--- src/rtl/arki_mem_pkg.sv ---
// rtl/arki_mem_pkg.sv - shared types and constants for the LEGv8 memory-stage load/store unit
package arki_mem_pkg;

    localparam int          ALIGN_BITS      = 3;
    localparam int unsigned TIMEOUT_DEFAULT = 15;

    typedef enum logic [2:0] {
        IDLE,
        REQ,
        WAIT,
        DONE,
        FAULT
    } mem_state_e;

    typedef enum logic [1:0] {
        FC_NONE        = 2'd0,
        FC_MISALIGN    = 2'd1,
        FC_TIMEOUT     = 2'd2,
        FC_RW_CONFLICT = 2'd3
    } fault_code_e;

    function automatic logic is_misaligned(input logic [63:0] addr);
        return addr[ALIGN_BITS-1:0] != '0;
    endfunction

endpackage

--- src/rtl/mem_timeout_ctr.sv ---
// rtl/mem_timeout_ctr.sv - 8-bit access watchdog; expired fires in the cycle whose increment reaches TIMEOUT
module mem_timeout_ctr #(
    parameter int unsigned TIMEOUT = 15
) (
    input  logic clk,
    input  logic rst_n,
    input  logic clr,
    input  logic en,
    output logic expired
);

    logic [7:0] count_d, count_q;

    always_comb begin
        count_d = count_q;
        if (clr) begin
            count_d = '0;
        end else if (en && count_q != 8'hFF) begin
            count_d = count_q + 8'd1;
        end
    end

    always_ff @(posedge clk or negedge rst_n) begin
        if (!rst_n) begin
            count_q <= '0;
        end else begin
            count_q <= count_d;
        end
    end

    // Aborting on the edge that would make the count TIMEOUT bounds REQ+WAIT to TIMEOUT cycles.
    assign expired = en && !clr && (count_q == 8'(TIMEOUT - 1));

endmodule

--- src/rtl/mem_access_unit.sv ---
// rtl/mem_access_unit.sv - memory-stage load/store unit driving a req/gnt/rvalid data-memory port
module mem_access_unit
    import arki_mem_pkg::*;
#(
    parameter int unsigned TIMEOUT = TIMEOUT_DEFAULT
) (
    input  logic        clk,
    input  logic        reset_n,
    input  logic        valid_M,
    input  logic        memRead_M,
    input  logic        memWrite_M,
    input  logic [63:0] aluResult_M,
    input  logic [63:0] writeData_M,
    output logic        stall_M,
    output logic        done_M,
    output logic [63:0] readData_M,
    output logic        fault_M,
    output logic [1:0]  faultCode_M,
    output logic        dmem_req,
    output logic        dmem_we,
    output logic [63:0] dmem_addr,
    output logic [63:0] dmem_wdata,
    input  logic        dmem_gnt,
    input  logic        dmem_rvalid,
    input  logic [63:0] dmem_rdata
);

    mem_state_e  state_d, state_q;
    fault_code_e code_d, code_q;
    logic [63:0] addr_d, addr_q;
    logic [63:0] wdata_d, wdata_q;
    logic [63:0] rdata_d, rdata_q;
    logic        we_d, we_q;
    logic        ctr_clr, ctr_en, ctr_expired;
    logic        access;

    assign access = valid_M && (memRead_M || memWrite_M);

    mem_timeout_ctr #(
        .TIMEOUT (TIMEOUT)
    ) u_timeout_ctr (
        .clk     (clk),
        .rst_n   (reset_n),
        .clr     (ctr_clr),
        .en      (ctr_en),
        .expired (ctr_expired)
    );

    always_comb begin
        state_d = state_q;
        code_d  = code_q;
        addr_d  = addr_q;
        wdata_d = wdata_q;
        we_d    = we_q;
        rdata_d = rdata_q;
        ctr_clr = 1'b0;
        ctr_en  = 1'b0;
        case (state_q)
            IDLE: begin
                if (access) begin
                    addr_d  = aluResult_M;
                    wdata_d = writeData_M;
                    we_d    = memWrite_M;
                    if (is_misaligned(aluResult_M)) begin
                        state_d = FAULT;
                        code_d  = FC_MISALIGN;
                    end else if (memRead_M && memWrite_M) begin
                        state_d = FAULT;
                        code_d  = FC_RW_CONFLICT;
                    end else begin
                        state_d = REQ;
                        ctr_clr = 1'b1;
                    end
                end
            end
            REQ: begin
                ctr_en = 1'b1;
                // A grant in the expiry cycle loses: the access is aborted regardless.
                if (ctr_expired) begin
                    state_d = FAULT;
                    code_d  = FC_TIMEOUT;
                end else if (dmem_gnt) begin
                    state_d = we_q ? DONE : WAIT;
                end
            end
            WAIT: begin
                ctr_en = 1'b1;
                if (ctr_expired) begin
                    state_d = FAULT;
                    code_d  = FC_TIMEOUT;
                end else if (dmem_rvalid) begin
                    rdata_d = dmem_rdata;
                    state_d = DONE;
                end
            end
            DONE:    state_d = IDLE;
            FAULT:   state_d = IDLE;
            default: state_d = IDLE;
        endcase
    end

    always_ff @(posedge clk or negedge reset_n) begin
        if (!reset_n) begin
            state_q <= IDLE;
            code_q  <= FC_NONE;
            addr_q  <= '0;
            wdata_q <= '0;
            we_q    <= 1'b0;
            rdata_q <= '0;
        end else begin
            state_q <= state_d;
            code_q  <= code_d;
            addr_q  <= addr_d;
            wdata_q <= wdata_d;
            we_q    <= we_d;
            rdata_q <= rdata_d;
        end
    end

    assign dmem_req    = (state_q == REQ);
    assign dmem_we     = we_q;
    assign dmem_addr   = addr_q;
    assign dmem_wdata  = wdata_q;
    assign done_M      = (state_q == DONE);
    assign fault_M     = (state_q == FAULT);
    assign faultCode_M = fault_M ? code_q : FC_NONE;
    assign readData_M  = rdata_q;

    // Gated by reset_n so the pipeline is released the instant reset lands, even with EX/MEM live.
    assign stall_M = reset_n && (((state_q == IDLE) && access) || (state_q == REQ) || (state_q == WAIT));

endmodule
--- config.mk ---
export PLATFORM = sky130hd
export DESIGN_NAME = mem_access_unit
export DESIGN_NICKNAME = d
export VERILOG_FILES = /design/src/rtl/arki_mem_pkg.sv /design/src/rtl/mem_timeout_ctr.sv /design/src/rtl/mem_access_unit.sv
export SDC_FILE = /design/constraint.sdc
export NUM_CORES = 1
export LEC_CHECK = 0
export BUFFER_PORTS_ARGS = -buffer_cell sky130_fd_sc_hd__clkbuf_2
export CORE_AREA = 2 2 152 154
export DETAILED_ROUTE_END_ITERATION = 10
export DIE_AREA = 0 0 154 156
export GPL_TIMING_DRIVEN = 1
export PLACE_DENSITY = 0.78
export RECOVER_POWER = 25
export SYNTH_ARGS = -nofsm -noshare
export SYNTH_HDL_FRONTEND = slang
export SYNTH_SLANG_ARGS = --single-unit
export TNS_END_PERCENT = 1
--- constraint.sdc ---
create_clock -name clk -period 1.8 [get_ports clk]
set_input_delay 0.18 -clock clk [delete_from_list [all_inputs] [get_ports clk]]
set_output_delay 0.18 -clock clk [all_outputs]
set_load 0.02 [all_outputs]
# After elaboration in Yosys (flattened, before gate mapping)
# Index checks and enable logic that the tools add are counted.
dict set report classes {
  addsub 1
  muxes 22
  n_reduce_logical 20
  bitwise_logic 1
  n_eq_ne 11
}
# op count
set op_table {}
lappend op_table {{$mux W3} 7}
lappend op_table {{$mux W8} 2}
lappend op_table {{$mux W2} 5}
lappend op_table {{$pmux W3 S3} 1}
lappend op_table {{$add A8 B1 Y8 const B} 1}
lappend op_table {{$eq A8 B4 Y1 const B} 1}
lappend op_table {{$ne A8 B8 Y1 const B} 1}
lappend op_table {{$logic_and A1 B1 Y1} 7}
lappend op_table {{$eq A3 B2 Y1 const B} 2}
lappend op_table {{$mux W1} 6}
lappend op_table {{$ne A3 B3 Y1 const B} 2}
lappend op_table {{$reduce_and A3 Y1} 2}
lappend op_table {{$pmux W2 S2} 1}
lappend op_table {{$reduce_and A4 Y1} 1}
lappend op_table {{$reduce_bool A2 Y1} 2}
lappend op_table {{$eq A3 B1 Y1 const B} 1}
lappend op_table {{$eq A3 B3 Y1 const B} 1}
lappend op_table {{$logic_not A3 Y1} 1}
lappend op_table {{$logic_or A1 B1 Y1} 3}
lappend op_table {{$ne A3 B1 Y1 const B} 1}
lappend op_table {{$reduce_bool A3 Y1} 1}
lappend op_table {{$ne A2 B1 Y1 const B} 1}
lappend op_table {{$ne A2 B2 Y1 const B} 1}
lappend op_table {{$reduce_and A2 Y1} 1}
lappend op_table {{3 further kinds} 3}
dict set report totals {
  output_inout_bits 199
  register_bits 206
  wordCells 62
}

# Logic depth before layout (Yosys ltp)
dict set report depth {
  ltp_word 10
  ltp_mapped 8
  ltp_nobuf 6
}

# Modules after synthesis
# From an unflattened synthesis, not the netlist that was laid out.
dict set report unflattened {
  cells_unflattened 780
  hier_area_um2 8221.6
}
# mod area_per_inst_um2 instances seq_area_each_um2 cells_per_inst
set modules_own_cells {}
lappend modules_own_cells {mem_access_unit 7727.4 1 4954.8 727}
lappend modules_own_cells {mem_timeout_ctr 494.2 1 200.2 53}

# Least setup slack after synthesis
# No wires, ideal clock.
dict set report synth_timing {
  path_type {register to register}
  start {register u_timeout_ctr.count_q[4]}
  end {register rdata_q[10], in the netlist readData_M[10]}
  path_slack_ns -0.192
  t_arrival_ns 1.867
  path_stages_with_launch 7
  setup_time_ns 0.125
  cell_sequence {dfrtp_1 -> or3_4 -> nor4_4 -> nand3b_1 -> buf_6 -> buf_12 -> mux2_4}
}
dict set report synth_between {
  elab_chain_len 4
}
# element line
set synth_lines {}
lappend synth_lines {{from (decl)} mem_timeout_ctr.sv:12} ;# logic [7:0] count_d, count_q;
lappend synth_lines {{from (signal assigned)} mem_timeout_ctr.sv:27} ;# count_q <= count_d;
lappend synth_lines {{$eq A8 B4 Y1} mem_timeout_ctr.sv:32} ;# assign expired = en && !clr && (count_q == 8'(TIMEOUT - 1));
lappend synth_lines {{$logic_and A1 B1 Y1} mem_timeout_ctr.sv:32}
lappend synth_lines {{$not A1 Y1 (no line)} -}
lappend synth_lines {{$reduce_and A3 Y1 (no line)} -}
lappend synth_lines {{to (signal assigned)} mem_access_unit.sv:116} ;# rdata_q <= rdata_d;
lappend synth_lines {{to (decl)} mem_access_unit.sv:32} ;# logic [63:0] rdata_d, rdata_q;
# No other way between the ends.
# A chain may end at the register's enable or synchronous reset.

# Worst setup path in the final report
dict set report layout_timing {
  start {register u_timeout_ctr.count_q[7]}
  end {register rdata_q[13], in the netlist readData_M[13]}
}
# The elaborated chain is that of the path after synthesis.

==> results.md <==
* Status: finished, violations left
* Failing checks: negative setup slack
* Worst path arrival time at 2.36 ns
* Pleak at 7.632 nW
* Main combinational cell family by area after synthesis: simple AND/OR/NAND/NOR gates
* Share of cells above drive strength 1 at 0.3980
* Vias in the first global route at 8785
* Per-cell routed wire length at 17.45 microns
* Avg Synthesized Cell Area at 10.83 sq um
* Worst vdd ir at 0.9577 mV
* FF-to-FF setup slack at -0.20 ns
* Share of the yosys chip area belonging to registers at 0.6158
* Clock Sinks at 206
* CTS tree: built
* EDFF count, synth at 0
* Tot Pwr at 25.10 mW
* Worst Setup Path Type: reg -> reg
* Period Utilization, post-route at 1.109
* Final Hold Viols at 0
* Slew margin rel. at 0.2527
* Internal power at 14.68 mW
* Core Area at 0.02237 sq mm
* Worst Tran Pin Value at 1.121 ns
* Via density at 4.759
* Vert. Die Dim at 156 microns
* Most frequent cells in the layout: nand2_1, clkbuf_2, dfrtp_1
* Final worst slack at -0.1961 ns
* Number of nets still failing antenna checks after routing at 0
* Flops & latches, synth at 206
* Global-route wire length before repair at 46.45 mm
* Crit start category: register
* Worst-path fanout max at 12
* Critical path buffer and inverter count at 2
* Worst-path cell chain: or3_4 > nor4_4 > nand3b_1 > buf_12 > buf_12 > mux2_4
* Synth Instances at 773
* Synth-to-Final Area Change at 64.92%
* Hold Crit Class: in -> reg
* TritonCTS buffer count at 23
* Die X at 154 microns
* Worst-path clk slew at 0.06 ns
* Synth Area in Adders at 0.002990
* Area leader, netlist: dfrtp_1
* Placement Setup Slack at -0.2087 ns
* Endpoint, Worst Hold: state_q[0]
* Full die area at 0.02402 sq mm
* Reg power frac at 0.334
* RR Endpoint: readData_M[13]
* H-tree Lvls at 1
* Total global routing overflow at 0
* # diodes at 0
* Fin util at 0.6172
* # rows at 55
* Hold Path Depth at 4
* Largest net degree at the start of global routing at 97
* Clk Latency, worst-skew pair at 0.50 ns
* Clk buf depth at 3
* Pwr/cell area at 1818 mW/mm^2
* Setup violations, final at 66
* Commonest non-fill, non-tap cell in the layout: nand2_1
* First-pass DRT Iterations at 5
* Final slew viol count at 0
* Post-synth top flop: dfrtp_1
* Syn nets at 974
* Critical path endpoint category: register
* Initial antenna violation count at 0
* Worst R2R Start: u_timeout_ctr.count_q[7]
* Sw Share at 0.4151
* Drc violations at 0
* Ys Warns at 0
* Clock power share at 0.181
* Mapped Area at 0.008371 sq mm
* DR vias at 8124
* Comb pwr share at 0.485
* Max Freq at 501.0 MHz
* DRT Wirelength at 29.79 mm
* Clock skew after layout at 0.01748 ns
* Hold_sp: valid_M
* Gr usage total at 0.2418
* Starting DRT DRC Count at 592
* Crit path largest cell delay at 0.40 ns
* CP top delay family: simple AND/OR/NAND/NOR gates
* I/O Buffers at 397
* Top cell type's share of synthesized area at 0.6158
* Dpl cell area at 0.01105 sq mm
* Root Driver: clkbuf_16
* DP HPWL at 17.74 mm
* Post-layout min period at 1.996 ns
* Synth Area in Compound Gates at 0.01973
* Mux share of post-synthesis cell area at 0.1130
* Number of I/O pins at 398
* Post-synthesis xor/xnor area fraction at 0.005381
* Finished Cell Area at 0.01380 sq mm
* Maxcap violations at 0
* Switching pwr at 10.42 mW
* NumNets Final at 1610
* Critical path's slowest cell: or3_4
* Synth async-reset ratio at 1.000
* Largest cells by area after synthesis: dfrtp_1, nand2_1, mux2_4
* Worst r2r path cells at 6
* Post-Synth Simple-Gate Area at 0.2076
* Initial core utilization at 0.3743
* Data required, critical path at 2.17 ns
* GPL Wtd Cong at 0.8200
* RSZ-0062 raised after global routing: true
* Crit path top cell by count: buf_12
* Unique masters post-synth at 44
==> Yosys cell counts (all sizes together) (4+ instances only) <==
library cell / instances
clkbuf: 20
nand2: 395
inv: 4
a21oi: 6
nor3b: 4
dfrtp: 206
o21ai: 4
buf: 19
mux2: 64
==> what timing repair did <==
| item | in CTS | in global routing |
|---|---|---|
| gates resized for setup | 15 | 6 |
| setup buffers | 5 | 0 |
| endpoints found under the hold margin | 402 | 0 |
| setup endpoints to repair | 70 | 78 |
| pin swaps | 2 | 1 |
| hold buffers | 196 | 0 |
| gates cloned | 0 | 0 |
==> per-layer routing <==
| metal | global-route usage | routed length (microns) | vias up |
|---|---|---|---|
| met1 | 0.2701 | 10940 | 3893 |
| met3 | 0.05778 | 2244 | 94 |
| li1 | - | - | 3720 |
| met5 | 0 | 0 | - |
| met4 | 0.1001 | 1168 | 0 |
| met2 | 0.4427 | 15430 | 417 |
==> tightest hold or removal path, stage by stage <==
cell and delay [ns]:
clkbuf_2 0.09, o21a_1 0.17, nor2b_1 0.14, nor3_1 0.06
==> power by group through the flow <==
stage	clock [mW]	sequential, mW	combinational [mW]
global route	4.84	8.62	13.0
detailed placement	0	8.26	11.4
floorplan	0	10.7	4.35
CTS	4.62	8.25	11.9
finish	4.54	8.39	12.2
global placement	0	8.21	11.0
==> kinds of logic after synthesis <==
group	Yosys count
multiplexers	64
XOR/XNOR	3
AO/OA/AOI/OAI	24
flip-flops	206
buffers and inverters	43
adder cells (fa/ha/maj)	2
AND/OR/NAND/NOR	431
==> state kept, by name, indices dropped and copies added, names as in the netlist <==
register,flops
dmem_addr,64
dmem_wdata,64
readData_M,64
u_timeout_ctr.count_q,8
state_q,3
code_q,2
dmem_we,1
==> stage by stage <==
step                      std cells  TNS (ns)  hold slack (ns)
after floorplan                 773    -11.91          -0.1156
after global placement         1468    -7.196           0.2913
after detailed placement       1468    -11.18           0.3006
after CTS                      1707    -9.807           0.1485
after global routing           1707    -14.80           0.1900
final                          1707    -9.309           0.1742
==> area by class of cell <==
type                            instances  area, sq um
Fill cell                            1601         8561
Inverter                                4        15.01
Tap cell                              285        356.6
Timing Repair Buffer                  650         4583
Sequential cell                       206         5159
Clock buffer                           33        673.1
Multi-Input combinational cell        524         2965
Clock inverter                          5        52.55
==> worst max path at each step <==
stage / to / cells past startpoint / slack [ns] / startpoint
floorplan: readData_M[10] / 6 / -0.19 / u_timeout_ctr.count_q[4]
global placement: readData_M[2] / 6 / -0.14 / u_timeout_ctr.count_q[5]
detailed placement: readData_M[54] / 6 / -0.21 / u_timeout_ctr.count_q[5]
CTS: readData_M[13] / 6 / -0.18 / u_timeout_ctr.count_q[7]
global route: readData_M[13] / 6 / -0.26 / u_timeout_ctr.count_q[7]
finish: readData_M[13] / 6 / -0.20 / u_timeout_ctr.count_q[7]
Power figures use the tool's default switching activity.
